## src/rtl/multibyte_sub_sequencer_if.sv

```systemverilog
// Bus bundle for the multi-byte subtraction sequencer: request/response
// handshake plus the byte-wide link to the external ripple-borrow stage.
//
// Handshake: the requester raises start with op_a/op_b/borrow_in valid; the
// sequencer accepts on the first rising edge where it is idle (busy low) and
// start is high. Requests arriving while busy is high are dropped, not queued.
// done is a one-cycle pulse marking result/borrow_out/zero/ovf valid; those
// outputs then hold until the next operation begins capturing bytes.
interface multibyte_sub_sequencer_if #(
  parameter int NBYTES = 4
);
  localparam int W = 8 * NBYTES;

  // request side
  logic         start;
  logic [W-1:0] op_a;
  logic [W-1:0] op_b;
  logic         borrow_in;
  // response side
  logic         busy;
  logic         done;
  logic [W-1:0] result;
  logic         borrow_out;
  logic         zero;
  logic         ovf;
  // subtractor stage link
  logic [7:0]   sub_x;
  logic [7:0]   sub_y;
  logic         sub_bin;
  logic [7:0]   sub_diff;
  logic         sub_bout;
  // FSM state for observation
  logic [1:0]   state_dbg;

  // Requester and subtractor-stage side
  modport master (
    output start, op_a, op_b, borrow_in, sub_diff, sub_bout,
    input  busy, done, result, borrow_out, zero, ovf,
    input  sub_x, sub_y, sub_bin, state_dbg
  );

  // Sequencer side
  modport slave (
    input  start, op_a, op_b, borrow_in, sub_diff, sub_bout,
    output busy, done, result, borrow_out, zero, ovf,
    output sub_x, sub_y, sub_bin, state_dbg
  );
endinterface

```

## src/rtl/multibyte_sub_sequencer.sv

```systemverilog
// Byte-serial NBYTES-wide subtractor controller. Drives an external 8-bit
// ripple-borrow stage one byte per cycle (LSB first), chaining the borrow
// through a register, and presents a registered wide result with flags.
module multibyte_sub_sequencer #(
  parameter int NBYTES = 4
) (
  input logic                     clk,
  input logic                     rst_n,
  multibyte_sub_sequencer_if.slave bus
);
  localparam int W  = 8 * NBYTES;
  localparam int IW = (NBYTES > 1) ? $clog2(NBYTES) : 1;

  typedef enum logic [1:0] {
    S_IDLE = 2'd0,
    S_RUN  = 2'd1,
    S_DONE = 2'd2
  } state_t;

  state_t          state_q, state_d;
  logic [W-1:0]    a_q, a_d;
  logic [W-1:0]    b_q, b_d;
  logic            brw_q, brw_d;
  logic [IW-1:0]   idx_q, idx_d;
  logic [W-1:0]    result_q, result_d;
  logic            borrow_out_q, borrow_out_d;
  logic            zero_q, zero_d;
  logic            ovf_q, ovf_d;

  logic            last_byte;
  logic [W-1:0]    capt_result;
  logic            busy_c, done_c, sub_bin_c;
  logic [7:0]      sub_x_c, sub_y_c;

  assign last_byte = (state_q == S_RUN) && (idx_q == IW'(NBYTES - 1));

  // State register
  always_ff @(posedge clk or negedge rst_n) begin
    if (!rst_n) state_q <= S_IDLE;
    else        state_q <= state_d;
  end

  // Next-state logic: start is only looked at while idle
  always_comb begin
    state_d = state_q;
    case (state_q)
      S_IDLE:  if (bus.start) state_d = S_RUN;
      S_RUN:   if (last_byte) state_d = S_DONE;
      S_DONE:  state_d = S_IDLE;
      default: state_d = S_IDLE;
    endcase
  end

  // FSM outputs: status plus operand bytes to the stage, zero outside RUN
  always_comb begin
    busy_c    = (state_q != S_IDLE);
    done_c    = (state_q == S_DONE);
    sub_x_c   = 8'h00;
    sub_y_c   = 8'h00;
    sub_bin_c = 1'b0;
    if (state_q == S_RUN) begin
      sub_x_c   = a_q[8*idx_q +: 8];
      sub_y_c   = b_q[8*idx_q +: 8];
      sub_bin_c = brw_q;
    end
  end

  // Result with the current stage difference merged into the active byte
  always_comb begin
    capt_result                = result_q;
    capt_result[8*idx_q +: 8]  = bus.sub_diff;
  end

  // Datapath next values: latch on accept, capture a byte per RUN cycle,
  // and register the flags from the fully assembled result on the last byte
  always_comb begin
    a_d          = a_q;
    b_d          = b_q;
    brw_d        = brw_q;
    idx_d        = idx_q;
    result_d     = result_q;
    borrow_out_d = borrow_out_q;
    zero_d       = zero_q;
    ovf_d        = ovf_q;
    case (state_q)
      S_IDLE: begin
        if (bus.start) begin
          a_d   = bus.op_a;
          b_d   = bus.op_b;
          brw_d = bus.borrow_in;
          idx_d = '0;
        end
      end
      S_RUN: begin
        result_d = capt_result;
        brw_d    = bus.sub_bout;
        idx_d    = idx_q + 1'b1;
        if (last_byte) begin
          borrow_out_d = bus.sub_bout;
          zero_d       = (capt_result == '0);
          // overflow: operand signs differ and the result sign differs from A
          ovf_d        = (a_q[W-1] != b_q[W-1]) && (capt_result[W-1] != a_q[W-1]);
        end
      end
      default: ;
    endcase
  end

  // Datapath registers; reset discards any operation in flight
  always_ff @(posedge clk or negedge rst_n) begin
    if (!rst_n) begin
      a_q          <= '0;
      b_q          <= '0;
      brw_q        <= 1'b0;
      idx_q        <= '0;
      result_q     <= '0;
      borrow_out_q <= 1'b0;
      zero_q       <= 1'b0;
      ovf_q        <= 1'b0;
    end else begin
      a_q          <= a_d;
      b_q          <= b_d;
      brw_q        <= brw_d;
      idx_q        <= idx_d;
      result_q     <= result_d;
      borrow_out_q <= borrow_out_d;
      zero_q       <= zero_d;
      ovf_q        <= ovf_d;
    end
  end

  assign bus.busy       = busy_c;
  assign bus.done       = done_c;
  assign bus.result     = result_q;
  assign bus.borrow_out = borrow_out_q;
  assign bus.zero       = zero_q;
  assign bus.ovf        = ovf_q;
  assign bus.sub_x      = sub_x_c;
  assign bus.sub_y      = sub_y_c;
  assign bus.sub_bin    = sub_bin_c;
  assign bus.state_dbg  = state_q;

endmodule
```

## src/flat_wrapper.sv

```systemverilog
// flat-port wrapper written by rule: the top's interface ports become plain ports
module multibyte_sub_sequencer_flat 
#(
  parameter int NBYTES = 4
)
  (clk, rst_n, bus_start, bus_op_a, bus_op_b, bus_borrow_in, bus_sub_diff, bus_sub_bout, bus_busy, bus_done, bus_result, bus_borrow_out, bus_zero, bus_ovf, bus_sub_x, bus_sub_y, bus_sub_bin, bus_state_dbg);
  multibyte_sub_sequencer_if #(.NBYTES(NBYTES)) bus_i ();
  input logic clk;
  input logic rst_n;
  input wire logic [$bits(bus_i.start)-1:0] bus_start;
  input wire logic [$bits(bus_i.op_a)-1:0] bus_op_a;
  input wire logic [$bits(bus_i.op_b)-1:0] bus_op_b;
  input wire logic [$bits(bus_i.borrow_in)-1:0] bus_borrow_in;
  input wire logic [$bits(bus_i.sub_diff)-1:0] bus_sub_diff;
  input wire logic [$bits(bus_i.sub_bout)-1:0] bus_sub_bout;
  output wire logic [$bits(bus_i.busy)-1:0] bus_busy;
  output wire logic [$bits(bus_i.done)-1:0] bus_done;
  output wire logic [$bits(bus_i.result)-1:0] bus_result;
  output wire logic [$bits(bus_i.borrow_out)-1:0] bus_borrow_out;
  output wire logic [$bits(bus_i.zero)-1:0] bus_zero;
  output wire logic [$bits(bus_i.ovf)-1:0] bus_ovf;
  output wire logic [$bits(bus_i.sub_x)-1:0] bus_sub_x;
  output wire logic [$bits(bus_i.sub_y)-1:0] bus_sub_y;
  output wire logic [$bits(bus_i.sub_bin)-1:0] bus_sub_bin;
  output wire logic [$bits(bus_i.state_dbg)-1:0] bus_state_dbg;
  assign bus_i.start = bus_start;
  assign bus_i.op_a = bus_op_a;
  assign bus_i.op_b = bus_op_b;
  assign bus_i.borrow_in = bus_borrow_in;
  assign bus_i.sub_diff = bus_sub_diff;
  assign bus_i.sub_bout = bus_sub_bout;
  assign bus_busy = bus_i.busy;
  assign bus_done = bus_i.done;
  assign bus_result = bus_i.result;
  assign bus_borrow_out = bus_i.borrow_out;
  assign bus_zero = bus_i.zero;
  assign bus_ovf = bus_i.ovf;
  assign bus_sub_x = bus_i.sub_x;
  assign bus_sub_y = bus_i.sub_y;
  assign bus_sub_bin = bus_i.sub_bin;
  assign bus_state_dbg = bus_i.state_dbg;
  multibyte_sub_sequencer #(.NBYTES(NBYTES)) u_core (.clk(clk), .rst_n(rst_n), .bus(bus_i));
endmodule
```

## config.mk

```make
export PLATFORM = sky130hd
export DESIGN_NAME = multibyte_sub_sequencer_flat
export DESIGN_NICKNAME = d
export VERILOG_FILES = /design/src/rtl/multibyte_sub_sequencer_if.sv /design/src/rtl/multibyte_sub_sequencer.sv /design/src/flat_wrapper.sv
export SDC_FILE = /design/constraint.sdc
export NUM_CORES = 1
export LEC_CHECK = 0
export CORE_MARGIN = 2
export CORE_UTILIZATION = 50
export CTS_CLUSTER_SIZE = 30
export DETAILED_ROUTE_END_ITERATION = 7
export GPL_ROUTABILITY_DRIVEN = 0
export PLACE_DENSITY = 0.87
export SYNTH_ARGS = -nofsm -noshare
export SYNTH_HDL_FRONTEND = slang
export SYNTH_SLANG_ARGS = --single-unit
```

## constraint.sdc

```tcl
create_clock -name clk -period 7.7 [get_ports clk]
set_input_delay 1.54 -clock clk [delete_from_list [all_inputs] [get_ports clk]]
set_output_delay 1.54 -clock clk [all_outputs]
set_load 0.005 [all_outputs]
```

==> flow_metrics.tcl <==
set metrics [dict create \
    outcome "complete, no violations" \
    drcViolationCount 0 \
    dieArea_um2 10200 \
    overflow 0 \
    core-area_um2 9150 \
    crit_arrival_ns 2.44 \
    initial_utilization_pct 51.3 \
    synth.area.mux_share_pct 7.92 \
    antenna_found_initial 0 \
    max-vdd-ir-drop_uv 185 \
    rows 35 \
    leakagePower_nw 2.95 \
    post_cts_buffers 0 \
    vias_per_cell 5.53 \
    dp_hpwl_mm 8.46 \
    ys_async_sr_fraction_pct 100 \
    cts.sinks 104 \
    worstMarginPinSlew_ns 1.18 \
    clk_pin_slew_ns 0.10 \
    timing.fmax_ghz 0.252 \
    finalWirelength_mm 11.8 \
    final_common_cell "nand2_1" \
    synth_area_um2 4690 \
    p_switching_w 0.000925 \
    cp_slowest_cell "mux4_2" \
    die_h_um 101 \
    cts_tree "yes" \
    synthAdderAreaFrac_pct 1.60 \
    ys_seq_area_share_pct 55.5 \
    fin_nets 679 \
    cts_buffers 9 \
    yosysUniqueCellTypes 35 \
    syn_inst 474 \
    fp.dieW_um 101 \
    power_density_nw_per_um2 406 \
    synth-seq-cells 104 \
    dpl_cell_area_um2 6090 \
    crit_fanout 17 \
    cts-root-buf "clkbuf_8" \
    drive_above_1_share_pct 7.65 \
    syn_nets 557 \
    drtPass1Iterations 4 \
    drtIter0Drc 176 \
    synthSimpleGateAreaFrac_pct 24.4 \
    drv_slew 0 \
    p_int_w 0.00162 \
    drv_cap 0 \
    period_minus_slack_ns 3.98 \
    setup_viol 0 \
    detail-route-antenna-nets 0 \
    cts-htree-levels 3 \
    start_kind "flip-flop" \
    dp.cells 696 \
    numPortBuffers 132 \
    synth_edf_count 0 \
    ys_warn_count 0 \
    wl_per_cell_um 16.6 \
    nFillCells 675 \
    synth_compound_area_share_pct 8.21 \
    hold_class "flip-flop to flip-flop" \
    dr_total_vias 3936 \
    multi_input_area_um2 1980 \
    ff_latch_area_um2 2600 \
    clock_power_share_pct 13.3 \
    grt_max_degree 69 \
    n_antenna_cell 0 \
    ctsHoldBuffers 0 \
    grt_pass1_wl_mm 19.3 \
    slowest_delay_ns 0.55 \
    stdcell_count 712 \
    min_period_over_period_pct 51.6 \
    synth_xor_area_share_pct 0 \
    p_comb_share_pct 47.4 \
    layout_common_cells "nand2_1 (209), clkdlybuf4s50_1 (131), dfrtp_1 (104)" \
    io-pin-count 133 \
    crit_type "flip-flop to primary output" \
    clk_latency_ns 0.35 \
    grt_usage_pct 24.3 \
    end_kind "primary output" \
    tns_ns 0 \
    grt_pass1_vias 3987 \
    hold_viol 0 \
    synthFlopType "dfrtp_1" \
    stdcell_area_um2 6280 \
    synth_top_family_by_area "simple AND/OR/NAND/NOR gates" \
    clockBufferDepth 2 \
    avgSynthCellArea_um2 9.90 \
    cts-resized-gates 0 \
    worstPathRequired_ns 6.16 \
    rsz0062_at_grt "false" \
    cp_cell_sequence "buf_4 > mux4_2 > and2_1 > clkdlybuf4s50_1" \
    fin_skew_ns 0.00998 \
    netSwitchingFraction_pct 36.3 \
    seq_power_share_pct 39.3 \
    maxSlewHeadroom_pct 21.3 \
    area_growth_pct 33.9 \
]
-- power by group through the flow --
stage	combinational [W]	clock (W)	sequential, W
2_1_floorplan	0.000717	0	0.000937
3_3_place_gp	0.00117	0	0.000988
3_5_place_dp	0.00121	0	0.00101
4_1_cts	0.00122	0.000344	0.000999
5_1_grt	0.00134	0.000369	0.00103
6_report	0.00121	0.000338	0.00100
-- Yosys cell counts, types with 2 or more instances --
library cell / instances / share of area (%)
buf_2: 2 / 0.21
buf_1: 4 / 0.32
a31oi_1: 2 / 0.27
nand2b_1: 4 / 0.53
clkbuf_1: 18 / 1.4
or4_1: 4 / 0.64
nor4_1: 6 / 0.80
a21oi_1: 3 / 0.32
nor2b_1: 5 / 0.67
inv_1: 5 / 0.40
and2_1: 18 / 2.4
a22o_2: 4 / 0.85
o21ai_0: 7 / 0.75
nor2_1: 7 / 0.56
a22o_1: 24 / 4.5
nand3b_1: 2 / 0.32
mux4_2: 16 / 7.7
dfrtp_1: 104 / 55
nand3_1: 3 / 0.32
nand2_1: 210 / 17
ha_1: 6 / 1.6
nor3_1: 7 / 0.75
-- area by class of cell --
cell class                      count  share of cell area (%)
Clock buffer                       10                    2.03
Inverter                            5                   0.299
Timing Repair Buffer              135                    21.4
Sequential cell                   104                    41.4
Tap cell                          111                    2.21
Multi-Input combinational cell    341                    31.6
Clock inverter                      6                    1.08
-- cell families after synthesis --
| logic type | after synthesis |
|---|---|
| buffers and inverters | 29 |
| AND/OR/NAND/NOR | 270 |
| AO/OA/AOI/OAI | 48 |
| adder cells (fa/ha/maj) | 6 |
| flip-flops | 104 |
| multiplexers | 17 |
-- layer usage --
metal | vias to the layer above | global-route usage [%] | wire (µm)
met1 | 1930 | 31.7 | 4850
met2 | 161 | 41.3 | 5920
li1 | 1826 | - | -
met4 | 0 | 6.95 | 159
met3 | 19 | 5.20 | 869
met5 | - | 0 | 0
-- through the flow --
stage / setup WS, ns / power [W] / util [%] / hold slack, ns
finish: 3.72 / 0.00255 / 68.6 / 0.482
global route: 3.58 / 0.00274 / 68.6 / 0.500
CTS: 3.68 / 0.00256 / 68.6 / 0.484
detailed placement: 4.09 / 0.00222 / 66.5 / 0.459
global placement: 4.13 / 0.00216 / 66.5 / 0.452
floorplan: 4.66 / 0.00165 / - / 0.440
-- state kept, by name, indices dropped and copies added, names as in the netlist --
name                   count
u_core.a_q                32
u_core.brw_q               1
u_core.bus.state_dbg       2
u_core.bus.ovf             1
u_core.bus.result         32
u_core.bus.zero            1
u_core.idx_q               2
u_core.bus.borrow_out      1
u_core.b_q                32
-- path summary, 6_finish.rpt --
check / from / slack [ns] / depth (start not counted) / to
worst max-delay path: u_core.idx_q[0] / 3.72 / 4 / bus_sub_y[7]
worst min-delay path: u_core.b_q[29] / 0.48 / 2 / u_core.b_q[29]
worst max register to register: u_core.idx_q[1] / 4.55 / 5 / u_core.bus.result[10]
worst min register to register: u_core.b_q[29] / 0.48 / 2 / u_core.b_q[29]
max in group asynchronous: rst_n / 5.36 / 2 / u_core.a_q[23]
min in group asynchronous: rst_n / 1.12 / 1 / u_core.bus.result[17]
-- worst max-delay path, delay by kind of cell (launching register included) --
family,cells,cell delay [ns]
buffers and inverters,2,0.85
multiplexers,1,0.55
flip-flops,1,0.50
AND/OR/NAND/NOR,1,0.19
No activity file was read; power rests on OpenSTA's default activity.
